**src/rtl/wb_rr_arbiter_pkg.sv**
```systemverilog
// Shared definitions for the round-robin Wishbone arbiter: FSM state
// encodings and a width helper for the watchdog counter.
package wb_rr_arbiter_pkg;

  typedef enum logic {
    IDLE = 1'b0,
    BUSY = 1'b1
  } arb_state_e;

  function automatic int clog2(input int value);
    int r;
    r = 0;
    while ((1 << r) < value) r++;
    return r;
  endfunction

endpackage

```
**src/rtl/wb_rr_pick.sv**
```systemverilog
// Rotating-priority picker: grants the first requester found scanning upward
// from the slot after the one-hot last grant, wrapping around.
module wb_rr_pick #(
  parameter int NM = 2
) (
  input  logic [NM-1:0] req_i,
  input  logic [NM-1:0] last_i,
  output logic [NM-1:0] gnt_o
);

  logic found;

  // The last grant is scanned last, so a master that just released has lowest priority.
  always_comb begin
    gnt_o = '0;
    found = 1'b0;
    for (int i = 0; i < NM; i++) begin
      if (last_i[i]) begin
        for (int k = 1; k <= NM; k++) begin
          if (!found && req_i[(i + k) % NM]) begin
            gnt_o[(i + k) % NM] = 1'b1;
            found = 1'b1;
          end
        end
      end
    end
  end

endmodule

```
**src/rtl/wb_rr_arbiter.sv**
```systemverilog
// Round-robin Wishbone B3 classic arbiter sharing one slave port between NM
// masters, with grant held for a whole bus cycle and a stalled-slave watchdog.
module wb_rr_arbiter
  import wb_rr_arbiter_pkg::*;
#(
  parameter int NM      = 2,
  parameter int AW      = 32,
  parameter int DW      = 32,
  parameter int TIMEOUT = 255
) (
  input  logic                 wb_clk,
  input  logic                 wb_rst,
  input  logic [NM*AW-1:0]     wbm_adr_i,
  input  logic [NM*DW-1:0]     wbm_dat_i,
  input  logic [NM*DW/8-1:0]   wbm_sel_i,
  input  logic [NM-1:0]        wbm_we_i,
  input  logic [NM-1:0]        wbm_cyc_i,
  input  logic [NM-1:0]        wbm_stb_i,
  output logic [DW-1:0]        wbm_dat_o,
  output logic [NM-1:0]        wbm_ack_o,
  output logic [NM-1:0]        wbm_err_o,
  output logic [AW-1:0]        wbs_adr_o,
  output logic [DW-1:0]        wbs_dat_o,
  output logic [DW/8-1:0]      wbs_sel_o,
  output logic                 wbs_we_o,
  output logic                 wbs_cyc_o,
  output logic                 wbs_stb_o,
  input  logic [DW-1:0]        wbs_dat_i,
  input  logic                 wbs_ack_i,
  input  logic                 wbs_err_i,
  output logic [NM-1:0]        grant_o
);

  localparam int SW = DW / 8;
  localparam int TW = (TIMEOUT == 0) ? 1 : clog2(TIMEOUT + 1);
  localparam logic [TW-1:0] WdLimit  = (TIMEOUT == 0) ? '0 : TW'(TIMEOUT - 1);
  localparam logic [NM-1:0] LastInit = {1'b1, {(NM-1){1'b0}}};

  arb_state_e    state_q;
  logic [NM-1:0] grant_q;
  logic [NM-1:0] last_q;
  logic [TW-1:0] wdog_q;
  logic [TW-1:0] wdog_d;
  logic [NM-1:0] pick_gnt;
  logic          busy;
  logic          stall;
  logic          timeout;

  wb_rr_pick #(.NM(NM)) u_pick (
    .req_i  (wbm_cyc_i),
    .last_i (last_q),
    .gnt_o  (pick_gnt)
  );

  assign busy = (state_q == BUSY);

  // grant_q is all-zero outside BUSY, so the OR-mux drives zeros in IDLE.
  always_comb begin
    wbs_adr_o = '0;
    wbs_dat_o = '0;
    wbs_sel_o = '0;
    wbs_we_o  = 1'b0;
    wbs_cyc_o = 1'b0;
    wbs_stb_o = 1'b0;
    for (int i = 0; i < NM; i++) begin
      if (busy && grant_q[i]) begin
        wbs_adr_o = wbs_adr_o | wbm_adr_i[i*AW +: AW];
        wbs_dat_o = wbs_dat_o | wbm_dat_i[i*DW +: DW];
        wbs_sel_o = wbs_sel_o | wbm_sel_i[i*SW +: SW];
        wbs_we_o  = wbs_we_o  | wbm_we_i[i];
        wbs_cyc_o = wbs_cyc_o | wbm_cyc_i[i];
        wbs_stb_o = wbs_stb_o | wbm_stb_i[i];
      end
    end
  end

  // Timeout fires on the TIMEOUT-th consecutive stalled strobe cycle.
  assign stall   = busy && wbs_stb_o && !wbs_ack_i && !wbs_err_i;
  assign timeout = (TIMEOUT != 0) && stall && (wdog_q == WdLimit);
  assign wdog_d  = ((TIMEOUT != 0) && stall && !timeout) ? wdog_q + TW'(1) : '0;

  assign wbm_dat_o = wbs_dat_i;
  assign wbm_ack_o = grant_q & {NM{busy && wbs_ack_i && !wbs_err_i && !timeout}};
  assign wbm_err_o = grant_q & {NM{busy && (wbs_err_i || timeout)}};
  assign grant_o   = grant_q;

  always_ff @(posedge wb_clk or posedge wb_rst) begin
    if (wb_rst) begin
      state_q <= IDLE;
      grant_q <= '0;
      last_q  <= LastInit;
      wdog_q  <= '0;
    end else begin
      wdog_q <= wdog_d;
      case (state_q)
        IDLE: begin
          if (|wbm_cyc_i) begin
            grant_q <= pick_gnt;
            state_q <= BUSY;
          end
        end
        BUSY: begin
          if (!(|(wbm_cyc_i & grant_q))) begin
            last_q  <= grant_q;
            grant_q <= '0;
            state_q <= IDLE;
          end
        end
        default: state_q <= IDLE;
      endcase
    end
  end

endmodule

```
**config.mk**
```make
export PLATFORM = sky130hd
export DESIGN_NAME = wb_rr_arbiter
export DESIGN_NICKNAME = d
export VERILOG_FILES = /design/src/rtl/wb_rr_arbiter_pkg.sv /design/src/rtl/wb_rr_pick.sv /design/src/rtl/wb_rr_arbiter.sv
export SDC_FILE = /design/constraint.sdc
export NUM_CORES = 1
export LEC_CHECK = 0
export CELL_PAD_IN_SITES_DETAIL_PLACEMENT = 0
export CELL_PAD_IN_SITES_GLOBAL_PLACEMENT = 1
export CORE_ASPECT_RATIO = 0.9
export CORE_MARGIN = 3
export CORE_UTILIZATION = 13
export CTS_CLUSTER_SIZE = 14
export DETAILED_ROUTE_END_ITERATION = 10
export PLACE_DENSITY = 0.82
export SYNTH_ARGS = -nofsm -noshare
export SYNTH_HDL_FRONTEND = slang
export SYNTH_HIERARCHICAL = 1
export SYNTH_SLANG_ARGS = --single-unit
```
**constraint.sdc**
```tcl
create_clock -name wb_clk -period 1.8 [get_ports wb_clk]
set_input_delay 0.18 -clock wb_clk [delete_from_list [all_inputs] [get_ports wb_clk]]
set_output_delay 0.18 -clock wb_clk [all_outputs]
set_load 0.05 [all_outputs]
```
After elaboration in Yosys (flattened, before gate mapping):

Index checks and enable logic that the tools add are counted.

* memory bits (writable): 0
* bits in read-only memories: 0
* output and inout port bits: 109
* memories kept: 0
* register bits after elaboration: 13
* bits of input ports: 178
* logic and storage cells: 74
* bits in latches: 0

* multipliers: 0
* mux-type cells: 30
* magnitude comparators: 0
* $add $sub $neg: 1
* equality and inequality tests: 3
* bitwise operators: 11
* shift-type cells: 0
* divide/modulo/power cells: 0
* reduce and logical (&&, ||, !) cells: 25

Operators with widths (count)
* $mux W32: 4
* $or A32 B32 Y32: 2
* $mux W1: 17
* $logic_and A1 B1 Y1: 14
* $add A8 B1 Y8 const B: 1
* $eq A8 B8 Y1 const B: 1
* $mux W2: 4
* $mux W4: 2
* $mux W8: 1
* $and A2 B2 Y2: 3
* $logic_not A1 Y1: 6
* $ne A2 B2 Y1 const B: 2
* $or A4 B4 Y4: 1
* $pmux W2 S2: 1
* $reduce_and A2 Y1: 2
* $reduce_or A2 Y1: 2
* $or A1 B1 Y1: 3
* $not A1 Y1: 2
* $pmux W1 S2: 1
* $logic_or A1 B1 Y1: 1

Logic depth before layout (Yosys ltp):

Gate-level depths: netlist of the first run.

* word-level depth: 16
* gate-level depth with buffers: 6
* depth with buffers taken out: 5

Modules after synthesis:

Netlist of the first run, hierarchy kept.

By module, submodules not included
* wb_rr_arbiter: seq. area each 326.6 µm², cells each 194, area an instance 1660.3 µm², instances 1
* wb_rr_pick: seq. area each 0.0 µm², cells each 5, area an instance 33.8 µm², instances 1

Worst setup path after synthesis of the first run:

OpenSTA, ideal clock, no wires.

* path kind: reg-to-output
* start: register grant_q[1], in the netlist grant_o[1]
* end: output wbm_err_o[1]
* buffers on the path: 2
* cell stages (with the launch flop): 6
* arrival time: 2248 ps
* setup slack: -628 ps
* required time: 1620 ps
* path through: dfrtp_1 clkbuf_2 a22oi_2 or3b_1 buf_6 o31ai_2

* word-level cells in the longest chain between the ends: 9

RTL lines
* start: declaration: RTL line wb_rr_arbiter.sv:40 `logic [NM-1:0] grant_q;`
* start signal: assignment: RTL line wb_rr_arbiter.sv:98 `grant_q <= pick_gnt;`
* $logic_and A1 B1 Y1: RTL line wb_rr_arbiter.sv:66 `if (busy && grant_q[i]) begin`
* $mux W1: RTL line wb_rr_arbiter.sv:66
* $logic_and A1 B1 Y1 (3 in a row): RTL line wb_rr_arbiter.sv:78 `assign stall = busy && wbs_stb_o && !wbs_ack_i && !wbs_err_i;`
* $logic_and A1 B1 Y1: RTL line wb_rr_arbiter.sv:79 `assign timeout = (TIMEOUT != 0) && stall && (wdog_q == WdLimit);`
* $logic_or A1 B1 Y1: RTL line wb_rr_arbiter.sv:84 `assign wbm_err_o = grant_q & {NM{busy && (wbs_err_i || timeout)}};`
* $logic_and A1 B1 Y1: RTL line wb_rr_arbiter.sv:84
* $and A2 B2 Y2 (*): RTL line wb_rr_arbiter.sv:84
* end: declaration: RTL line wb_rr_arbiter.sv:21 `output logic [NM-1:0] wbm_err_o,`

Mark *: on every way between the ends. The rest lies on a longest branch, timed or not.

Worst setup path after layout of the first run:

* start: register wdog_q[0]
* end: output wbm_err_o[0]

* word-level cells in the longest chain between the ends: 5

RTL lines
* start: declaration: RTL line wb_rr_arbiter.sv:42 `logic [TW-1:0] wdog_q;`
* start signal: assignment: RTL line wb_rr_arbiter.sv:94 `wdog_q <= wdog_d;`
* $eq A8 B8 Y1: RTL line wb_rr_arbiter.sv:79
* $logic_and A1 B1 Y1: RTL line wb_rr_arbiter.sv:79
* $logic_or A1 B1 Y1: RTL line wb_rr_arbiter.sv:84
* $logic_and A1 B1 Y1: RTL line wb_rr_arbiter.sv:84
* $and A2 B2 Y2: RTL line wb_rr_arbiter.sv:84

Every way passes these cells.

==> flow_summary.yaml, run 1 <==
run:
  maxCapViolCount: 0
sta:
  setup_viol: 0
  max_freq_mhz: 559
  fin_worst_skew_ns: 0.00319
  tns_ns: 0
  slew_viol_final: 0
  timing.slew.headroom_pct: 60.8
  hold_viol_final: 0
  whs_ns: 0.256
  rsz0062_at_grt: "true"
  worst_slack_ns: 0.0118
  tightest_slew_ns: 0.586
  period_minus_slack_ns: 1.79
  min_period_over_period_pct: 99.3
floorplanning:
  coreArea_um2: 12400
  die-area_um2: 14400
  io_pins: 287
  rows: 38
  die_w_um: 126
  die_y_um: 114
  start_util_pct: 13.7
placed_design:
  gp_congestion: 0.785
  dpl.hpwl_um: 7880
  placed_cells_incl_taps: 536
  port_buffers: 222
  place_area_um2: 4700
  place_ws_ns: -0.0586
finish:
  instances_no_fill: 547
  antennaDiodeCount: 0
  drive_gt1_share_pct: 45.2
  final_common_cell: "clkdlybuf4s50_1"
  layout_common_cells: "clkdlybuf4s50_1 (143), buf_12 (76), a22o_2 (67)"
  syn2layout_area_growth_pct: 189
  final_area_um2: 4900
  finalNetCount: 568
clock_tree:
  cts_made_buffers: 3
  cts-root-buf: "clkbuf_16"
  postCtsHoldBufs: 0
  clk_latency_ns: 0.24
  h-tree-depth: 1
  tritoncts: "yes"
  clock-sinks: 13
  cts_buffer_depth: 2
  clk_pin_slew_ns: 0.04
yosys:
  syn_area_per_cell_um2: 8.51
  netlist_instances: 199
  seq_area_frac_synth_pct: 19.3
  ys_types: 40
  synth.net_count: 379
  ys_ff_latch: 13
  syn-cell-area_um2: 1690
  yosysWarnings: 6
setup_path:
  cp-start-kind: "flop"
  cp_data_arrival_time_ns: 1.61
  path_max_fanout: 2
  cp-end-kind: "output pin"
  crit_type: "reg2out"
  worstPathRequired_ns: 1.62
global_route:
  antenna_found_initial: 0
  grt_pass1_wl_um: 14100
  grt_overflow_total: 0
  grt_max_degree: 51
  grt_pass1_vias: 2427
  grt_use_total_pct: 12.4
power_and_ir_drop:
  clkPwrFrac_pct: 7.8
  ir_drop_uv: 610
  sequentialPowerShare_pct: 7.2
  power.switching_mw: 2.49
  pwr_density_cell_nw_per_um2: 1100
  p_leak_nw: 1.90
  internal-power_mw: 2.90
  p_sw_share_pct: 46.2
  pwr-share-comb_pct: 85.0
detailed_routing:
  wl_met2_um: 5250
  viasPerCell: 4.27
  wl_met3_um: 587
  wl_um: 10000
  drc_errors: 0
  firstDrtPassIters: 4
  antenna_left: 0
  first_iter_violations: 86
  met1Wirelength_um: 4070
  routed.top_layer: "met4"
  vias: 2335
  wl_per_cell_um: 18.4
worst_hold_path:
  worstHoldPathType: "in2async"
status:
  status: "completed"
-- critical path, stage by stage, from the launching register on --
cell,delay [ns]
dfrtp_1,0.37
inv_1,0.05
ha_1,0.17
nand3_2,0.08
or2_4,0.26
o31ai_4,0.27
buf_12,0.17
-- per-layer routing --
metal  up-vias  global-route usage [%]
li1       1117                       -
met1      1093                    15.7
met2       110                    21.4
met3        15                    2.71
met4         0                    2.93
met5         -                       0
-- Yosys cell counts, drive strengths merged --
master,n,area [um^2]
nand2,5,18.8
and2,2,13.8
nor3,5,25.0
inv,4,15.0
a21oi,1,5.00
nor2b,2,12.5
ha,2,25.0
a22oi,2,20.0
dfstp,1,26.3
xor2,2,17.5
o21ai,4,20.0
or3b,1,8.76
a21boi,1,7.51
o31ai,3,32.5
o221ai,1,8.76
nor2,5,18.8
nand2b,3,18.8
and2b,1,7.51
dfrtp,12,300
mux2i,1,10.0
a22o,69,604
nand3,4,20.0
a21bo,2,20.0
or3,3,18.8
nand4,2,12.5
xnor2,1,8.76
o21bai,1,7.51
a211oi,3,22.5
clkbuf,10,38.8
buf,41,292
o21a,1,7.51
o22ai,1,6.26
o22a,2,17.5
or2,1,6.26
-- final timing paths --
check	from	endpoint	slack, ns	cells past startpoint
worst min register to register	last_q[1]	last_q[1]	0.52	1
max in group asynchronous	wb_rst	grant_o[1]	1.19	2
worst max-delay path	wdog_q[0]	wbm_err_o[0]	0.01	6
min in group wb_clk	wbs_dat_i[17]	wbm_dat_o[17]	0.36	0
worst min-delay path	wb_rst	last_q[0]	0.26	2
worst max register to register	wdog_q[2]	wdog_q[6]	0.30	4
-- registers in the layout, indices dropped and copies added, names as in the netlist --
| signal | count |
|---|---|
| busy | 1 |
| last_q | 2 |
| grant_o | 2 |
| wdog_q | 8 |
-- power groups by stage --
stage	Sequential (mW)	Combinational [mW]	Clock, mW
3_3_place_gp	0.426	4.39	0
2_1_floorplan	0.447	2.37	0
3_5_place_dp	0.426	4.41	0
5_1_grt	0.401	4.74	0.447
4_1_cts	0.390	4.63	0.433
6_report	0.389	4.58	0.419
-- logic make-up after synthesis --
logic type	share of synthesized area, %
flip-flops	19.3
adder cells (fa/ha/maj)	1.48
AO/OA/AOI/OAI	46.0
buffers and inverters	20.4
XOR/XNOR	1.55
AND/OR/NAND/NOR	10.7
multiplexers	0.591
-- layout make-up --
cell class / count / area (um^2)
clock buffer: 4 / 78.8
fill: 1152 / 7510
inverter: 4 / 15.0
multi-input combinational: 131 / 1150
sequential: 13 / 329
tap: 160 / 200
timing repair buffer: 235 / 3120
-- per-stage QoR --
stage	total power, mW	util (%)
floorplan	2.82	-
CTS	5.45	39.3
global route	5.59	39.5
finish	5.39	39.5
global placement	4.82	37.9
detailed placement	4.84	37.9
-- repair_timing --
action,CTS,global route
gates cloned,2,0
pin swaps,3,3
setup buffers,4,1
setup endpoints to repair,71,31
gates resized for setup,9,2
Note: power is estimated with default switching activity, not from simulation.
==> inputs of run 2 (changes only) <==
Settings changed: SETUP_SLACK_MARGIN from default to 0.05.
==> flow_summary.yaml, run 2 (synthesis gave the netlist of run 1 again) <==
status:
  status: "finished, violations left"
  violations: "negative setup slack"
sta:
  tns_ns: -0.0184
  whs_ns: 0.264
  setup_viol: 1
  slew_viol_final: 0
  period_minus_slack_ns: 1.82
  timing.slew.headroom_pct: 59.6
  worst_slack_ns: -0.0184
  tightest_slew_ns: 0.605
  rsz0062_at_grt: "true"
  fin_worst_skew_ns: 0.00100
  max_freq_mhz: 550
  hold_viol_final: 0
  min_period_over_period_pct: 101
setup_path:
  path_max_fanout: 2
  r2r-end: "wdog_q[4]"
  crit_start: "wdog_q[0]"
  path_cells: "inv_1, ha_2, nand3_2, or2_4, o31ai_4, buf_12"
  worstPathRequired_ns: 1.62
  cp_data_arrival_time_ns: 1.64
  ff2ff_setup_slack_ns: 0.23
  slowest_stage: "dfrtp_1"
  cp-end-kind: "output pin"
  crit_type: "reg2out"
  r2r_start: "wdog_q[0]"
  cp-start-kind: "flop"
  slowest_delay_ns: 0.37
  setup.worst_path.end: "wbm_err_o[0]"
  reg2reg_depth: 6
detailed_routing:
  antenna_left: 0
  drc_errors: 0
  wl_per_cell_um: 19.6
  wl_um: 10700
  firstDrtPassIters: 4
  vias: 2387
  viasPerCell: 4.36
  first_iter_violations: 125
finish:
  fillerInstances: 1193
  drive_gt1_share_pct: 45.9
  instances_no_fill: 548
  largest_register: "wdog_q"
  fin_util_pct: 41.0
  syn2layout_area_growth_pct: 200
  finalNetCount: 569
  final_common_cell: "clkdlybuf4s50_1"
  layout_common_cells: "clkdlybuf4s50_1 (143), buf_12 (79), a22o_2 (47)"
  antennaDiodeCount: 0
  largest_register_ff_count: 8
  final_area_um2: 5090
power_and_ir_drop:
  power_mw: 5.58
  pwr_density_cell_nw_per_um2: 1100
  p_leak_nw: 2.02
  ir_drop_uv: 632
placed_design:
  placed_cells_incl_taps: 537
  place_area_um2: 4900
  port_buffers: 222
  place_ws_ns: -0.0298
  gp_congestion: 0.826
  dpl.hpwl_um: 8810
floorplanning:
  die_w_um: 126
  rows: 38
  die_y_um: 114
  die-area_um2: 14400
  start_util_pct: 13.7
  coreArea_um2: 12400
  io_pins: 287
global_route:
  grt_pass1_vias: 2482
  grt_overflow_total: 0
  antenna_found_initial: 0
  grt_pass1_wl_um: 15200
  grt_use_total_pct: 13.5
  grt_max_degree: 42
clock_tree:
  cts_buffer_depth: 2
  clk_pin_slew_ns: 0.04
  cts-root-buf: "clkbuf_16"
  cts_made_buffers: 3
  tritoncts: "yes"
  h-tree-depth: 1
  clock-sinks: 13
  clk_latency_ns: 0.24
worst_hold_path:
  worstHoldPathType: "in2async"
run:
  maxCapViolCount: 0
==> run 2: cell types whose count changed in the layout (fill, tap and decap cells not counted), sizes merged <==
cell,previous run,this run
clkbuf,4,5
==> run 2: worst max-delay path, delay by kind of cell, from the launching register on <==
family	cells	cell delay [ns]
compound gates	1	0.26
flops	1	0.37
simple gates	2	0.33
fa+ha+maj	1	0.18
buf+inv	2	0.24
==> run 2: worst min-delay path by stage <==
stage | startpoint | end | cells past startpoint
6_report | wb_rst | last_q[0] | 2
5_1_grt | wb_rst | last_q[0] | 2
4_1_cts | wb_rst | last_q[0] | 2
3_5_place_dp | wbs_dat_i[11] | wbm_dat_o[11] | 0
3_3_place_gp | wbs_dat_i[11] | wbm_dat_o[11] | 0
2_1_floorplan | wb_rst | busy | 1
==> run 2: metal layers <==
layer	up-vias	GRT usage (%)	routed length [um]
met5	-	0	0
met4	0	1.22	41
met3	8	3.78	737
met2	127	24.4	5730
met1	1139	16.6	4240
li1	1113	-	-
==> run 2: area by class of cell <==
type	instances	area (um^2)	share of cell area (%)
clock buffers	4	78.8	1.55
inverters	4	15.0	0.295
multi-input cells	131	1310	25.7
flip-flops and latches	13	330	6.49
well taps	160	200	3.93
repair buffers	236	3160	62.0
==> run 2: power by group <==
| part | leakage, nW | switching (mW) | internal, mW | total, mW |
|---|---|---|---|---|
| Combinational | 1.81 | 2.38 | 2.37 | 4.75 |
| Clock | 0.0382 | 0.123 | 0.299 | 0.422 |
| Sequential | 0.170 | 0.0532 | 0.353 | 0.406 |
==> run 2: repair_timing <==
| item | CTS | global route |
|---|---|---|
| pin swaps | 3 | 2 |
| setup buffers | 4 | 1 |
| gates cloned | 1 | 1 |
| hold buffers | 0 | 0 |
| gates resized for setup | 8 | 3 |
| endpoints found under the setup margin | 71 | 7 |
